===== src/rtl/event_priority_encoder.sv =====
// event_priority_encoder
//   Captures rising edges on N_REQ asynchronous request pins into sticky pending
//   flags and presents the selected pending index as a registered binary code with
//   a valid flag, a pending-count popcount and a sticky overflow flag. A rising edge
//   on the asynchronous ack pin retires the code currently presented.
//   All inputs pass a 2-flop synchronizer plus a 1-flop delay used for edge detection.
//   Optional feature macro: PRIO_ROTATE_EN (round-robin selection with a last_grant
//   register). When the macro is undefined the lowest pending index always wins.
module event_priority_encoder #(
    parameter int N_REQ  = 5,
    parameter int CODE_W = 3
) (
    input  logic              clk,
    input  logic              rst_n,
    input  logic [N_REQ-1:0]  req,
    input  logic              ack,
    output logic [CODE_W-1:0] code,
    output logic              valid,
    output logic [CODE_W-1:0] pend_cnt,
    output logic              overflow
);

    // Synchronizer and edge-detect stages.
    logic [N_REQ-1:0]  req_sync1;
    logic [N_REQ-1:0]  req_sync2;
    logic [N_REQ-1:0]  req_dly;
    logic              ack_sync1;
    logic              ack_sync2;
    logic              ack_dly;

    // Detected edges and derived control.
    logic [N_REQ-1:0]  req_edge;
    logic              ack_edge;
    logic              ack_accept;
    logic [N_REQ-1:0]  clr_mask;

    // Pending state and next-state values.
    logic [N_REQ-1:0]  pending;
    logic [N_REQ-1:0]  pending_next;
    logic              overflow_next;

    // Selection results taken from the pending register.
    logic [CODE_W-1:0] sel_code;
    logic              sel_found;
    logic [CODE_W-1:0] sel_cnt;

`ifdef PRIO_ROTATE_EN
    logic [CODE_W-1:0] last_grant;
    logic [CODE_W-1:0] rr_start;
`endif

    // Double-flop synchronize req/ack and keep one delayed copy for edge detection.
    always_ff @(posedge clk or negedge rst_n) begin
        if (!rst_n) begin
            req_sync1 <= '0;
            req_sync2 <= '0;
            req_dly   <= '0;
            ack_sync1 <= 1'b0;
            ack_sync2 <= 1'b0;
            ack_dly   <= 1'b0;
        end else begin
            req_sync1 <= req;
            req_sync2 <= req_sync1;
            req_dly   <= req_sync2;
            ack_sync1 <= ack;
            ack_sync2 <= ack_sync1;
            ack_dly   <= ack_sync2;
        end
    end

    // Rising-edge pulses; an ack only counts while a code is being presented.
    always_comb begin
        req_edge   = req_sync2 & ~req_dly;
        ack_edge   = ack_sync2 & ~ack_dly;
        ack_accept = ack_edge & valid;
    end

    // Clear mask for the presented code; a same-cycle set on that bit wins below.
    always_comb begin
        clr_mask = '0;
        for (int unsigned i = 0; i < N_REQ; i++) begin
            if (ack_accept && (code == CODE_W'(i))) begin
                clr_mask[i] = 1'b1;
            end
        end
    end

    // Next pending vector and sticky overflow on an edge into an already-pending bit.
    always_comb begin
        pending_next  = req_edge | (pending & ~clr_mask);
        overflow_next = overflow | (|(req_edge & pending));
    end

    // Pending flags and overflow flag.
    always_ff @(posedge clk or negedge rst_n) begin
        if (!rst_n) begin
            pending  <= '0;
            overflow <= 1'b0;
        end else begin
            pending  <= pending_next;
            overflow <= overflow_next;
        end
    end

`ifdef PRIO_ROTATE_EN
    // Remember the last retired code to rotate the search start.
    always_ff @(posedge clk or negedge rst_n) begin
        if (!rst_n) begin
            last_grant <= '0;
        end else if (ack_accept) begin
            last_grant <= code;
        end
    end

    // Search starts one past the last grant, wrapping at N_REQ.
    always_comb begin
        if (int'(last_grant) >= N_REQ - 1) begin
            rr_start = '0;
        end else begin
            rr_start = last_grant + CODE_W'(1);
        end
    end

    // Round-robin pick: first pass covers [rr_start, N_REQ), second pass the
    // wrapped part; the second pass only runs when the first found nothing, so
    // any hit there is necessarily below rr_start.
    always_comb begin
        sel_code  = '0;
        sel_found = 1'b0;
        for (int unsigned i = 0; i < N_REQ; i++) begin
            if (!sel_found && pending[i] && (CODE_W'(i) >= rr_start)) begin
                sel_code  = CODE_W'(i);
                sel_found = 1'b1;
            end
        end
        for (int unsigned i = 0; i < N_REQ; i++) begin
            if (!sel_found && pending[i]) begin
                sel_code  = CODE_W'(i);
                sel_found = 1'b1;
            end
        end
    end
`else
    // Fixed priority pick: lowest pending index wins.
    always_comb begin
        sel_code  = '0;
        sel_found = 1'b0;
        for (int unsigned i = 0; i < N_REQ; i++) begin
            if (!sel_found && pending[i]) begin
                sel_code  = CODE_W'(i);
                sel_found = 1'b1;
            end
        end
    end
`endif

    // Popcount of the pending vector.
    always_comb begin
        sel_cnt = '0;
        for (int unsigned i = 0; i < N_REQ; i++) begin
            sel_cnt = sel_cnt + CODE_W'(pending[i]);
        end
    end

    // Register the outputs; code holds its last value when nothing is pending.
    always_ff @(posedge clk or negedge rst_n) begin
        if (!rst_n) begin
            code     <= '0;
            valid    <= 1'b0;
            pend_cnt <= '0;
        end else begin
            if (sel_found) begin
                code <= sel_code;
            end
            valid    <= sel_found;
            pend_cnt <= sel_cnt;
        end
    end

endmodule


===== config.mk =====
export PLATFORM = sky130hd
export DESIGN_NAME = event_priority_encoder
export DESIGN_NICKNAME = d
export VERILOG_FILES = /design/src/rtl/event_priority_encoder.sv
export SDC_FILE = /design/constraint.sdc
export NUM_CORES = 1
export LEC_CHECK = 0
export CORE_ASPECT_RATIO = 0.9
export CORE_MARGIN = 1.5
export CORE_UTILIZATION = 51
export DETAILED_ROUTE_END_ITERATION = 6
export PLACE_DENSITY = 0.74
export SETUP_SLACK_MARGIN = 0.4
export SLEW_MARGIN = 20
export SYNTH_ARGS = -nofsm -noshare
export SYNTH_HDL_FRONTEND = slang
export SYNTH_SLANG_ARGS = --single-unit

===== constraint.sdc =====
create_clock -name clk -period 2.15 [get_ports clk]
set_clock_uncertainty 0.1 [all_clocks]
set_input_delay 0.3225 -clock clk [delete_from_list [all_inputs] [get_ports clk]]
set_output_delay 0.3225 -clock clk [all_outputs]
set_load 0.01 [all_outputs]

==> out/summary.log, run 1 <==
qor: floorplanning.initial_core_util 55.58%
qor: route.drt_pass_1_iters 4
qor: sta.finalWorstSetupSlack 0.4251 ns
qor: clock_tree.cts.sinks 31
qor: power.seq_power_share 53.3%
qor: power.power.switching 0.2910 mW
qor: route.final_antenna_net_count 0
qor: finish.flow.area_growth_from_synthesis 30.22%
qor: logic_synthesis.synth_enable_flop_cells 0
qor: placed_design.gp_routability_congestion 0.7876
qor: power.worst_case_vdd_ir_drop 0.0004998 V
qor: route.detail_route.iter0.violations 10
qor: finish.fin_nets 116
qor: power.internal_power 0.9451 mW
qor: setup_path.timing.reg2reg.worst_path_depth 3
qor: clock_tree.cts_max_path_buffers 2
qor: route.route.detailed.wl_per_inst 13.63 µm
qor: clock_tree.cts_buffers 5
qor: placed_design.placed_area 1274 µm²
qor: logic_synthesis.synthesis_warnings 0
qor: logic_synthesis.synthMuxAreaShare 0%
qor: finish.post-route-cell-area 1413 µm²
qor: grt.grt_max_degree 32
qor: placed_design.detailedPlacementHpwl 1128 µm
qor: min_path.hp-class reg -> reg
qor: status.status finished clean
qor: setup_path.worst-setup-path-type reg -> reg
qor: placed_design.placedCellCount 114
qor: sta.slew_at_the_pin_with_the_worst_max_slew_slack 0.3682 ns
qor: floorplanning.die_area 2413 µm²
qor: logic_synthesis.synthesis.instances 73
qor: logic_synthesis.synthArstFlopShare 100.0%
qor: route.remaining_drc_errors 0
qor: sta.layout_min_cycle_time 1.725 ns
qor: setup_path.data_required_critical_path 2.31 ns
qor: floorplanning.num_rows 15
qor: logic_synthesis.simple_gate_area_share_of_the_yosys_netlist 11.19%
qor: logic_synthesis.synth.top_cell.area_share 71.51%
qor: setup_path.r2r_setup_slack 0.43 ns
qor: sta.summed_negative_setup_slack_over_all_endpoints 0 ns
qor: floorplanning.die_height 46.76 µm
qor: power.power-per-cell-area 875.1 nW/µm²
qor: power.power_frac_clock 29.8%
qor: min_path.worstHoldPathCells 0
qor: logic_synthesis.post-synth-top-count-cell sky130_fd_sc_hd__dfrtp_1
qor: clock_tree.cell_chosen_for_the_clock_root sky130_fd_sc_hd__clkbuf_4
qor: logic_synthesis.synth.area.top_cells sky130_fd_sc_hd__dfrtp_1 (72%), sky130_fd_sc_hd__fa_1 (3.7%), sky130_fd_sc_hd__ha_1 (3.5%)
qor: job.maxCapViolCount 0
qor: setup_path.worstPathArrival 1.89 ns
qor: logic_synthesis.seq_area_frac_synth 71.51%
qor: min_path.min_delay_worst_endpoint req_sync2[3]
qor: finish.antennaDiodeCount 0
qor: finish.number_of_standard_cells_in_the_layout_taps_in_and_fillers_out 129
qor: sta.finalCritPeriodShare 80.23%
qor: setup_path.timing.critical_path.to_type flip-flop
qor: route.routed_wl 1758 µm
qor: clock_tree.tritoncts built
qor: floorplanning.pin_count 16
qor: finish.share_of_layout_cells_above_drive_strength_1 20.19%
qor: logic_synthesis.syn_area 1085 µm²
qor: clock_tree.clk_pin_slew_worst_paths 0.09 ns
qor: power.power.static_leakage 0.6312 nW
qor: logic_synthesis.synth_area_leader_cell sky130_fd_sc_hd__dfrtp_1
qor: grt.gr_ovfl_total 0
qor: sta.timing.final.setup_violations 0
qor: setup_path.worst_setup_path_start_kind flip-flop
qor: setup_path.r2r-start pending[3]
qor: grt.via_count_of_the_first_global_routing_pass 620
qor: logic_synthesis.synth_fp_nets 86
qor: logic_synthesis.synth_adder_area_share 7.151%
qor: logic_synthesis.xor_xnor_fraction_of_synth_area 0%
qor: sta.grt_setup_unrepaired true
qor: logic_synthesis.area_fraction_in_compound_gates_after_synthesis 7.036%
qor: clock_tree.ctsHoldBuffers 0
qor: placed_design.pre_cts_setup_slack 0.3414 ns
qor: setup_path.reg2reg_to pend_cnt[1]
qor: grt.grt_antenna_before_repair 0
qor: logic_synthesis.synth_commonest_cells sky130_fd_sc_hd__dfrtp_1 (31), sky130_fd_sc_hd__inv_1 (9), sky130_fd_sc_hd__o21ai_0 (4), sky130_fd_sc_hd__o22ai_1 (4)
qor: logic_synthesis.synth_seq_cells 31
qor: sta.maxClockFrequency 579.8 MHz
qor: logic_synthesis.combinational_family_with_the_most_area_after_synthesis simple AND/OR/NAND/NOR gates
qor: floorplanning.die-width 51.62 µm
qor: logic_synthesis.synth_cell_type_count 21
qor: sta.slew-limit-headroom 75.46%
qor: route.detailroute.via_count 660
qor: floorplanning.core_region_area 1952 µm²
qor: min_path.start_point_of_the_worst_min_delay_path req_sync1[3]
qor: placed_design.placement.io_buffers 15
qor: sta.final-hold-violation-count 0
qor: power.p_sw_share 23.55%
qor: grt.first_pass_grt_wire_length 2829 µm
qor: power.comb_power_share 16.9%
qor: clock_tree.cts.htree.levels 2
qor: setup_path.top_fanout_value_on_the_critical_path 5
qor: sta.report.final.slew_viol_count 0
qor: logic_synthesis.synth.avg_cell_area 14.86 µm²
qor: route.viasPerCell 5.116
qor: logic_synthesis.synth-main-ff-cell sky130_fd_sc_hd__dfrtp_1
qor: grt.grt_util_all_layers 17.71%
qor: clock_tree.worst_skew_pair.late_latency 0.32 ns
[registers in the layout (all words and copies together), names as in the netlist]
signal and count:
ack_sync1 1, req_dly 5, ack_sync2 1, pending 5
code 3, overflow 1, pend_cnt 3, req_sync1 5
ack_dly 1, req_sync2 5, valid 1
[power by group through the flow]
stage	Sequential, mW	Combinational [mW]	Clock (mW)
after global placement	0.678	0.141	0
after CTS	0.669	0.171	0.377
after global routing	0.665	0.228	0.411
final	0.659	0.209	0.368
after floorplan	0.685	0.0510	0
after detailed placement	0.681	0.146	0
[critical path, cell delays in order, from the launching register on]
cell,delay (ns)
sky130_fd_sc_hd__dfrtp_1,0.44
sky130_fd_sc_hd__fa_1,0.47
sky130_fd_sc_hd__fa_2,0.38
sky130_fd_sc_hd__ha_4,0.27
[cells by family (layout without fill, tap and decap cells)]
family                   Yosys count  in the layout
flip-flops                        31             31
adder cells (fa/ha/maj)            5              5
AO/OA/AOI/OAI                     12             12
AND/OR/NAND/NOR                   16             16
buffers and inverters              9             40
[per-stage QoR]
step	util (%)	total power [mW]	hold slack, ns
2_1_floorplan	-	0.7358	-0.07309
3_3_place_gp	65.26	0.8190	0.2331
3_5_place_dp	65.26	0.8277	0.2355
4_1_cts	70.45	1.216	0.2552
5_1_grt	72.37	1.305	0.2668
6_report	72.37	1.236	0.2530
[worst max path at each step]
stage	from	to	depth (start not counted)
final	pending[3]	pend_cnt[1]	3
after detailed placement	pending[0]	pend_cnt[1]	3
after global routing	pending[0]	pend_cnt[1]	3
after floorplan	pending[0]	pend_cnt[1]	3
after CTS	pending[1]	pend_cnt[1]	3
after global placement	pending[0]	pend_cnt[1]	3
[routing by layer]
| metal | vias to the layer above | global-route usage [%] | wire length, µm |
|---|---|---|---|
| met5 | - | 0 | 0 |
| met4 | 0 | 11.05 | 33 |
| met3 | 4 | 5.732 | 98 |
| met2 | 21 | 27.95 | 849 |
| met1 | 326 | 21.83 | 776 |
| li1 | 309 | - | - |
[placed cells by master (no fill, tap or decap), types with 3 or more instances in the layout]
cell	instances
sky130_fd_sc_hd__and3b_1	3
sky130_fd_sc_hd__buf_4	8
sky130_fd_sc_hd__clkbuf_4	5
sky130_fd_sc_hd__clkdlybuf4s50_1	15
sky130_fd_sc_hd__dfrtp_1	29
sky130_fd_sc_hd__inv_1	9
sky130_fd_sc_hd__o21ai_0	4
sky130_fd_sc_hd__o22ai_1	4
[what timing repair did]
item / 4_1_cts / 5_1_grt
pin swaps: 2 / 2
endpoints found under the setup margin: 3 / 3
setup buffers: 2 / 5
resized for setup: 4 / 0
[final cells by class]
cell class              count  area [µm²]
clock buffers               8       68.82
multi-input cells          33       290.3
flip-flops and latches     31       778.2
well taps                  25       31.28
fillers                   139       539.3
repair buffers             23       210.2
inverters                   9       33.78
No activity file was read; power rests on OpenSTA's default activity.
==> inputs of run 2 (changes only) <==
clock period = 1.8 ns   (was 2.15 ns; I/O delays follow)
==> out/summary.log, run 2 (synthesis gave the netlist of run 1 again) <==
qor: status.status finished clean
qor: setup_path.top_fanout_value_on_the_critical_path 5 [unchanged]
qor: min_path.hp-class in -> async
qor: finish.share_of_layout_cells_above_drive_strength_1 23.81% [+3.6 points]
qor: finish.fin_nets 117 [+0.86%]
qor: clock_tree.cts.sinks 31 [unchanged]
qor: clock_tree.cell_chosen_for_the_clock_root sky130_fd_sc_hd__clkbuf_4
qor: setup_path.worstPathArrival 1.87 ns [-0.02 ns]
qor: power.power-per-cell-area 1060 nW/µm² [+21%]
qor: route.routed_wl 1702 µm [-3.2%]
qor: finish.layout.cells.most_common sky130_fd_sc_hd__dfrtp_1
qor: floorplanning.initial_core_util 55.58% [unchanged]
qor: power.power.static_leakage 0.6741 nW [+6.8%]
qor: grt.grt_max_degree 32 [unchanged]
qor: floorplanning.die_height 46.76 µm [unchanged]
qor: sta.grt_setup_unrepaired true
qor: clock_tree.cts.htree.levels 2 [unchanged]
qor: finish.layout.filler_cells 138 [-0.72%]
qor: clock_tree.cts_buffers 5 [unchanged]
qor: sta.report.final.slew_viol_count 0 [unchanged]
qor: sta.maxClockFrequency 585.2 MHz [+0.93%]
qor: finish.antennaDiodeCount 0 [unchanged]
qor: route.route.detailed.wl_per_inst 13.09 µm [-3.9%]
qor: grt.via_count_of_the_first_global_routing_pass 625 [+0.81%]
qor: setup_path.worst_setup_path_start_kind flip-flop
qor: power.power 1.536 mW [+24%]
qor: finish.sequential_cell_area 778.2 µm² [unchanged]
qor: sta.slew_at_the_pin_with_the_worst_max_slew_slack 0.3606 ns [-0.007556 ns]
qor: placed_design.placedCellCount 114 [unchanged]
qor: route.drt_pass_1_iters 4 [unchanged]
qor: finish.multi_input_comb_area 300.3 µm² [+3.4%]
qor: power.worst_case_vdd_ir_drop 0.0008045 V [+61%]
qor: route.final_antenna_net_count 0 [unchanged]
qor: sta.final-hold-violation-count 0 [unchanged]
qor: finish.layout_common_cells sky130_fd_sc_hd__dfrtp_1 (29), sky130_fd_sc_hd__inv_1 (9), sky130_fd_sc_hd__buf_4 (8), sky130_fd_sc_hd__clkdlybuf4s50_1 (7), sky130_fd_sc_hd__clkbuf_4 (5)
qor: setup_path.worst-setup-path-type reg -> reg
qor: floorplanning.pin_count 16 [unchanged]
qor: route.viasPerCell 5.092 [-0.47%]
qor: placed_design.detailedPlacementHpwl 1083 µm [-4.0%]
qor: clock_tree.tritoncts built
qor: sta.finalCritPeriodShare 94.94% [+15 points]
qor: sta.summed_negative_setup_slack_over_all_endpoints 0 ns [unchanged]
qor: grt.gr_ovfl_total 0 [unchanged]
qor: job.maxCapViolCount 0 [unchanged]
qor: finish.flow.area_growth_from_synthesis 33.56%
qor: route.remaining_drc_errors 0 [unchanged]
qor: floorplanning.die_area 2413 µm² [unchanged]
qor: grt.grt_antenna_before_repair 0 [unchanged]
qor: placed_design.placement.io_buffers 15 [unchanged]
qor: route.detailroute.via_count 662 [+0.30%]
qor: sta.timing.final.setup_violations 0 [unchanged]
qor: clock_tree.clk_pin_slew_worst_paths 0.09 ns [about the same]
qor: clock_tree.worst_skew_pair.late_latency 0.32 ns [about the same]
qor: finish.number_of_standard_cells_in_the_layout_taps_in_and_fillers_out 130 [+0.78%]
qor: route.detail_route.iter0.violations 7 [-3]
qor: sta.layout_min_cycle_time 1.709 ns [-0.01597 ns]
qor: clock_tree.ctsHoldBuffers 0 [unchanged]
qor: floorplanning.num_rows 15 [unchanged]
qor: placed_design.gp_routability_congestion 0.7898 [+0.28%]
qor: floorplanning.die-width 51.62 µm [unchanged]
qor: grt.first_pass_grt_wire_length 2753 µm [-2.7%]
qor: setup_path.data_required_critical_path 1.97 ns [-0.34 ns]
qor: finish.postLayoutCoreUtil 74.23% [+1.9 points]
qor: floorplanning.core_region_area 1952 µm² [unchanged]
qor: clock_tree.cts_max_path_buffers 2 [unchanged]
qor: grt.grt_util_all_layers 17.82% [+0.10 points]
qor: sta.slew-limit-headroom 75.96% [+0.50 points]
qor: setup_path.timing.critical_path.to_type flip-flop
## run 2: cell count changes in the layout (fill, tap and decap cells not counted), moves of 2 or more
cell                              delta
sky130_fd_sc_hd__dlygate4sd2_1       +4
sky130_fd_sc_hd__o21ai_0             -2
sky130_fd_sc_hd__o21ai_1             +2
sky130_fd_sc_hd__clkdlybuf4s15_1     +3
sky130_fd_sc_hd__clkdlybuf4s50_1     -8
## run 2: timing repair
item,CTS,global route
endpoints found under the setup margin,11,11
pin swaps,0,2
resized for setup,10,9
buffers inserted,4,4
hold endpoints to repair,0,0
## run 2: worst max-delay path: stages (launching register included)
cell                      delay [ns]
sky130_fd_sc_hd__dfrtp_1        0.45
sky130_fd_sc_hd__fa_1           0.47
sky130_fd_sc_hd__fa_2           0.37
sky130_fd_sc_hd__ha_4           0.27
## run 2: worst paths after layout
check	cells past startpoint	slack (ns)	end	startpoint
min in group clk	0	0.25	req_sync2[1]	req_sync1[1]
max in group asynchronous	2	1.08	code[0]	rst_n
setup / recovery	3	0.09	pend_cnt[1]	pending[3]
hold / removal	2	0.24	code[2]	rst_n
hold reg to reg	0	0.25	req_sync2[1]	req_sync1[1]
setup reg to reg	3	0.09	pend_cnt[1]	pending[3]
## run 2: stage by stage
| stage | instance area [µm²] | hold slack [ns] | worst slack [ns] |
|---|---|---|---|
| 2_1_floorplan | 1090 | -0.1256 | 0.1068 |
| 5_1_grt | 1449 | 0.2446 | 0.05570 |
| 4_1_cts | 1399 | 0.2284 | 0.08887 |
| 3_3_place_gp | 1279 | 0.2324 | 0.08790 |
| 3_5_place_dp | 1279 | 0.2358 | 0.05987 |
| 6_report | 1449 | 0.2355 | 0.09111 |
## run 2: final cells by class
class | instances | share of cell area, %
clock inverters | 2 | 2.418
flip-flops and latches | 31 | 53.71
inverters | 9 | 2.332
well taps | 25 | 2.159
repair buffers | 24 | 15.11
clock buffers | 6 | 3.541
multi-input cells | 33 | 20.73
## run 2: layer usage
layer	track usage [%]	up-vias	share of wire, %
met4	12.63	0	1.5
met1	21.48	324	45
met2	24.87	24	46
met3	9.554	2	7.1
met5	0	-	0
li1	-	312	-
## run 2: power by group
| group | switching [mW] | total, mW | leakage, nW | internal, mW |
|---|---|---|---|---|
| clock network | 0.215 | 0.543 | 0.0482 | 0.328 |
| logic | 0.0996 | 0.208 | 0.280 | 0.108 |
| registers | 0.0297 | 0.785 | 0.346 | 0.755 |
| total | 0.344 | 1.54 | 0.674 | 1.19 |
==> inputs of run 3 (changes only) <==
CORE_UTILIZATION = 35   (was 51)
PLACE_DENSITY = 0.54   (was 0.74)
SETUP_SLACK_MARGIN = 0.5   (was 0.4)
==> out/summary.log, run 3 (synthesis gave the netlist of run 1 again) <==
qor: clock_tree.cts_buffers 5 [unchanged]
qor: finish.sequential_cell_area 778.2 µm² [unchanged]
qor: sta.finalWorstSetupSlack 0.09599 ns [+0.004879 ns]
qor: grt.grt_max_degree 32 [unchanged]
qor: finish.flow.area_growth_from_synthesis 33.22%
qor: floorplanning.core_region_area 2838 µm² [+45%]
qor: finish.fin_nets 115 [-1.7%]
qor: route.routed_wl 1743 µm [+2.4%]
qor: finish.share_of_layout_cells_above_drive_strength_1 29.13% [+5.3 points]
qor: setup_path.worst_setup_path_start_kind flip-flop
qor: clock_tree.cell_chosen_for_the_clock_root sky130_fd_sc_hd__clkbuf_4
qor: power.worst_case_vdd_ir_drop 0.0003649 V [-55%]
qor: finish.antennaDiodeCount 0 [unchanged]
qor: sta.slew_at_the_pin_with_the_worst_max_slew_slack 0.3766 ns [+0.01603 ns]
qor: min_path.hp-class in -> async
qor: sta.layout_min_cycle_time 1.704 ns [-0.004879 ns]
qor: route.detailroute.via_count 632 [-4.5%]
qor: route.route.detailed.wl_per_inst 12.19 µm [-6.9%]
qor: setup_path.r2r_setup_slack 0.1 ns [about the same]
qor: setup_path.slowest_stage sky130_fd_sc_hd__fa_1
qor: floorplanning.initial_core_util 38.23% [-17 points]
qor: setup_path.worst-setup-path-type reg -> reg
qor: clock_tree.cts.htree.levels 2 [unchanged]
qor: route.viasPerCell 4.420 [-13%]
qor: grt.first_pass_grt_wire_length 2808 µm [+2.0%]
qor: clock_tree.clk_pin_slew_worst_paths 0.10 ns [about the same]
qor: route.final_antenna_net_count 0 [unchanged]
qor: clock_tree.cts_max_path_buffers 2 [unchanged]
qor: setup_path.worstPathArrival 1.88 ns [about the same]
qor: placed_design.detailedPlacementHpwl 1096 µm [+1.2%]
qor: floorplanning.die_area 3443 µm² [+43%]
qor: clock_tree.tritoncts built
qor: setup_path.cp.depth 3 [unchanged]
qor: clock_tree.worst_skew_pair.late_latency 0.33 ns [about the same]
qor: sta.final-hold-violation-count 0 [unchanged]
qor: sta.grt_setup_unrepaired true
qor: sta.slew-limit-headroom 74.89% [-1.1 points]
qor: floorplanning.die-width 61.69 µm [+20%]
qor: setup_path.top_fanout_value_on_the_critical_path 2 [-3]
qor: setup_path.cp_top_family adder cells
qor: sta.timing.final.setup_violations 0 [unchanged]
qor: job.maxCapViolCount 0 [unchanged]
qor: placed_design.pre_cts_setup_slack 0.06699 ns [+0.007121 ns]
qor: setup_path.worst-path-buf-inv 0 [unchanged]
qor: setup_path.reg2reg_to pend_cnt[1]
qor: finish.layout.cells.most_common sky130_fd_sc_hd__dfrtp_1
qor: grt.grt_util_all_layers 11.82% [-6.0 points]
qor: sta.finalCritPeriodShare 94.67% [-0.27 points]
qor: setup_path.timing.critical_path.to_type flip-flop
qor: setup_path.r2r-start pending[1]
qor: grt.via_count_of_the_first_global_routing_pass 628 [+0.48%]
qor: floorplanning.die_height 55.82 µm [+19%]
qor: power.power.static_leakage 0.6400 nW [-5.0%]
qor: finish.layout_common_cells sky130_fd_sc_hd__dfrtp_1 (29), sky130_fd_sc_hd__inv_1 (9), sky130_fd_sc_hd__clkdlybuf4s50_1 (8), sky130_fd_sc_hd__buf_4 (7), sky130_fd_sc_hd__buf_2 (6)
qor: setup_path.slowest_delay 0.50 ns [+0.03 ns]
qor: finish.multi_input_comb_area 314.1 µm² [+4.6%]
qor: floorplanning.num_rows 18 [+3]
qor: setup_path.timing.reg2reg.worst_path_depth 3 [unchanged]
qor: grt.gr_ovfl_total 0 [unchanged]
qor: placed_design.placement.io_buffers 15 [unchanged]
qor: route.remaining_drc_errors 0 [unchanged]
qor: status.status finished clean
qor: floorplanning.pin_count 16 [unchanged]
qor: finish.layout.filler_cells 268 [+94%]
qor: grt.grt_antenna_before_repair 0 [unchanged]
qor: route.detail_route.iter0.violations 12 [+5]
qor: setup_path.crit_path_cell_trace fa_1 -> fa_2 -> ha_4
qor: sta.summed_negative_setup_slack_over_all_endpoints 0 ns [unchanged]
qor: setup_path.data_required_critical_path 1.98 ns [about the same]
qor: sta.maxClockFrequency 586.9 MHz [+0.29%]
qor: sta.report.final.slew_viol_count 0 [unchanged]
qor: clock_tree.cts.sinks 31 [unchanged]
qor: power.power-per-cell-area 1135 nW/µm² [+7.1%]
qor: route.drt_pass_1_iters 4 [unchanged]
qor: clock_tree.ctsHoldBuffers 0 [unchanged]
qor: placed_design.gp_routability_congestion 0.7701 [-2.5%]
==> run 3: changes by cell type in the layout (fill, tap and decap cells not counted), moves of 2 or more <==
cell,before,now
sky130_fd_sc_hd__o21ai_0,2,4
sky130_fd_sc_hd__clkdlybuf4s15_1,3,0
sky130_fd_sc_hd__dlygate4sd2_1,4,0
sky130_fd_sc_hd__buf_2,0,6
sky130_fd_sc_hd__o21ai_1,2,0
==> run 3: final cells by class <==
type | count | share of cell area, %
inverters | 9 | 2.338
repair buffers | 22 | 11.60
clock buffers | 6 | 2.857
flip-flops and latches | 31 | 53.85
clock inverters | 2 | 4.156
multi-input cells | 33 | 21.73
well taps | 40 | 3.463
==> run 3: worst max path at each step <==
stage | end | from
after floorplan | pend_cnt[1] | pending[1]
after global placement | pend_cnt[1] | pending[1]
after detailed placement | pend_cnt[1] | pending[1]
after CTS | pend_cnt[1] | pending[1]
after global routing | pend_cnt[1] | pending[1]
final | pend_cnt[1] | pending[1]
==> run 3: power by group <==
part / switching (mW) / internal [mW]
Clock: 0.230 / 0.433
Combinational: 0.0968 / 0.0939
Sequential: 0.0298 / 0.756
Total: 0.357 / 1.28
==> run 3: what timing repair did <==
item,4_1_cts,5_1_grt
resized for setup,27,8
buffers inserted,5,1
pin swaps,0,1
endpoints found under the hold margin,0,0
setup endpoints to repair,11,14
==> run 3: through the flow <==
stage	hold WS (ns)	cell area, µm²	utilization, %	std cells	power (mW)
after detailed placement	0.2347	1297	45.72	129	0.9860
final	0.2305	1445	50.93	143	1.640
after CTS	0.2309	1431	50.44	142	1.662
after global placement	0.2329	1297	45.72	129	0.9832
after floorplan	-0.1256	1090	-	73	0.8806
after global routing	0.2373	1445	50.93	143	1.738
==> run 3: per-layer routing <==
layer | up-vias | routed length [µm] | global-route usage, %
met3 | 4 | 134 | 6.977
met5 | - | 0 | 0
met2 | 19 | 831 | 15.94
met1 | 305 | 757 | 15.00
li1 | 304 | - | -
met4 | 0 | 20 | 5.471
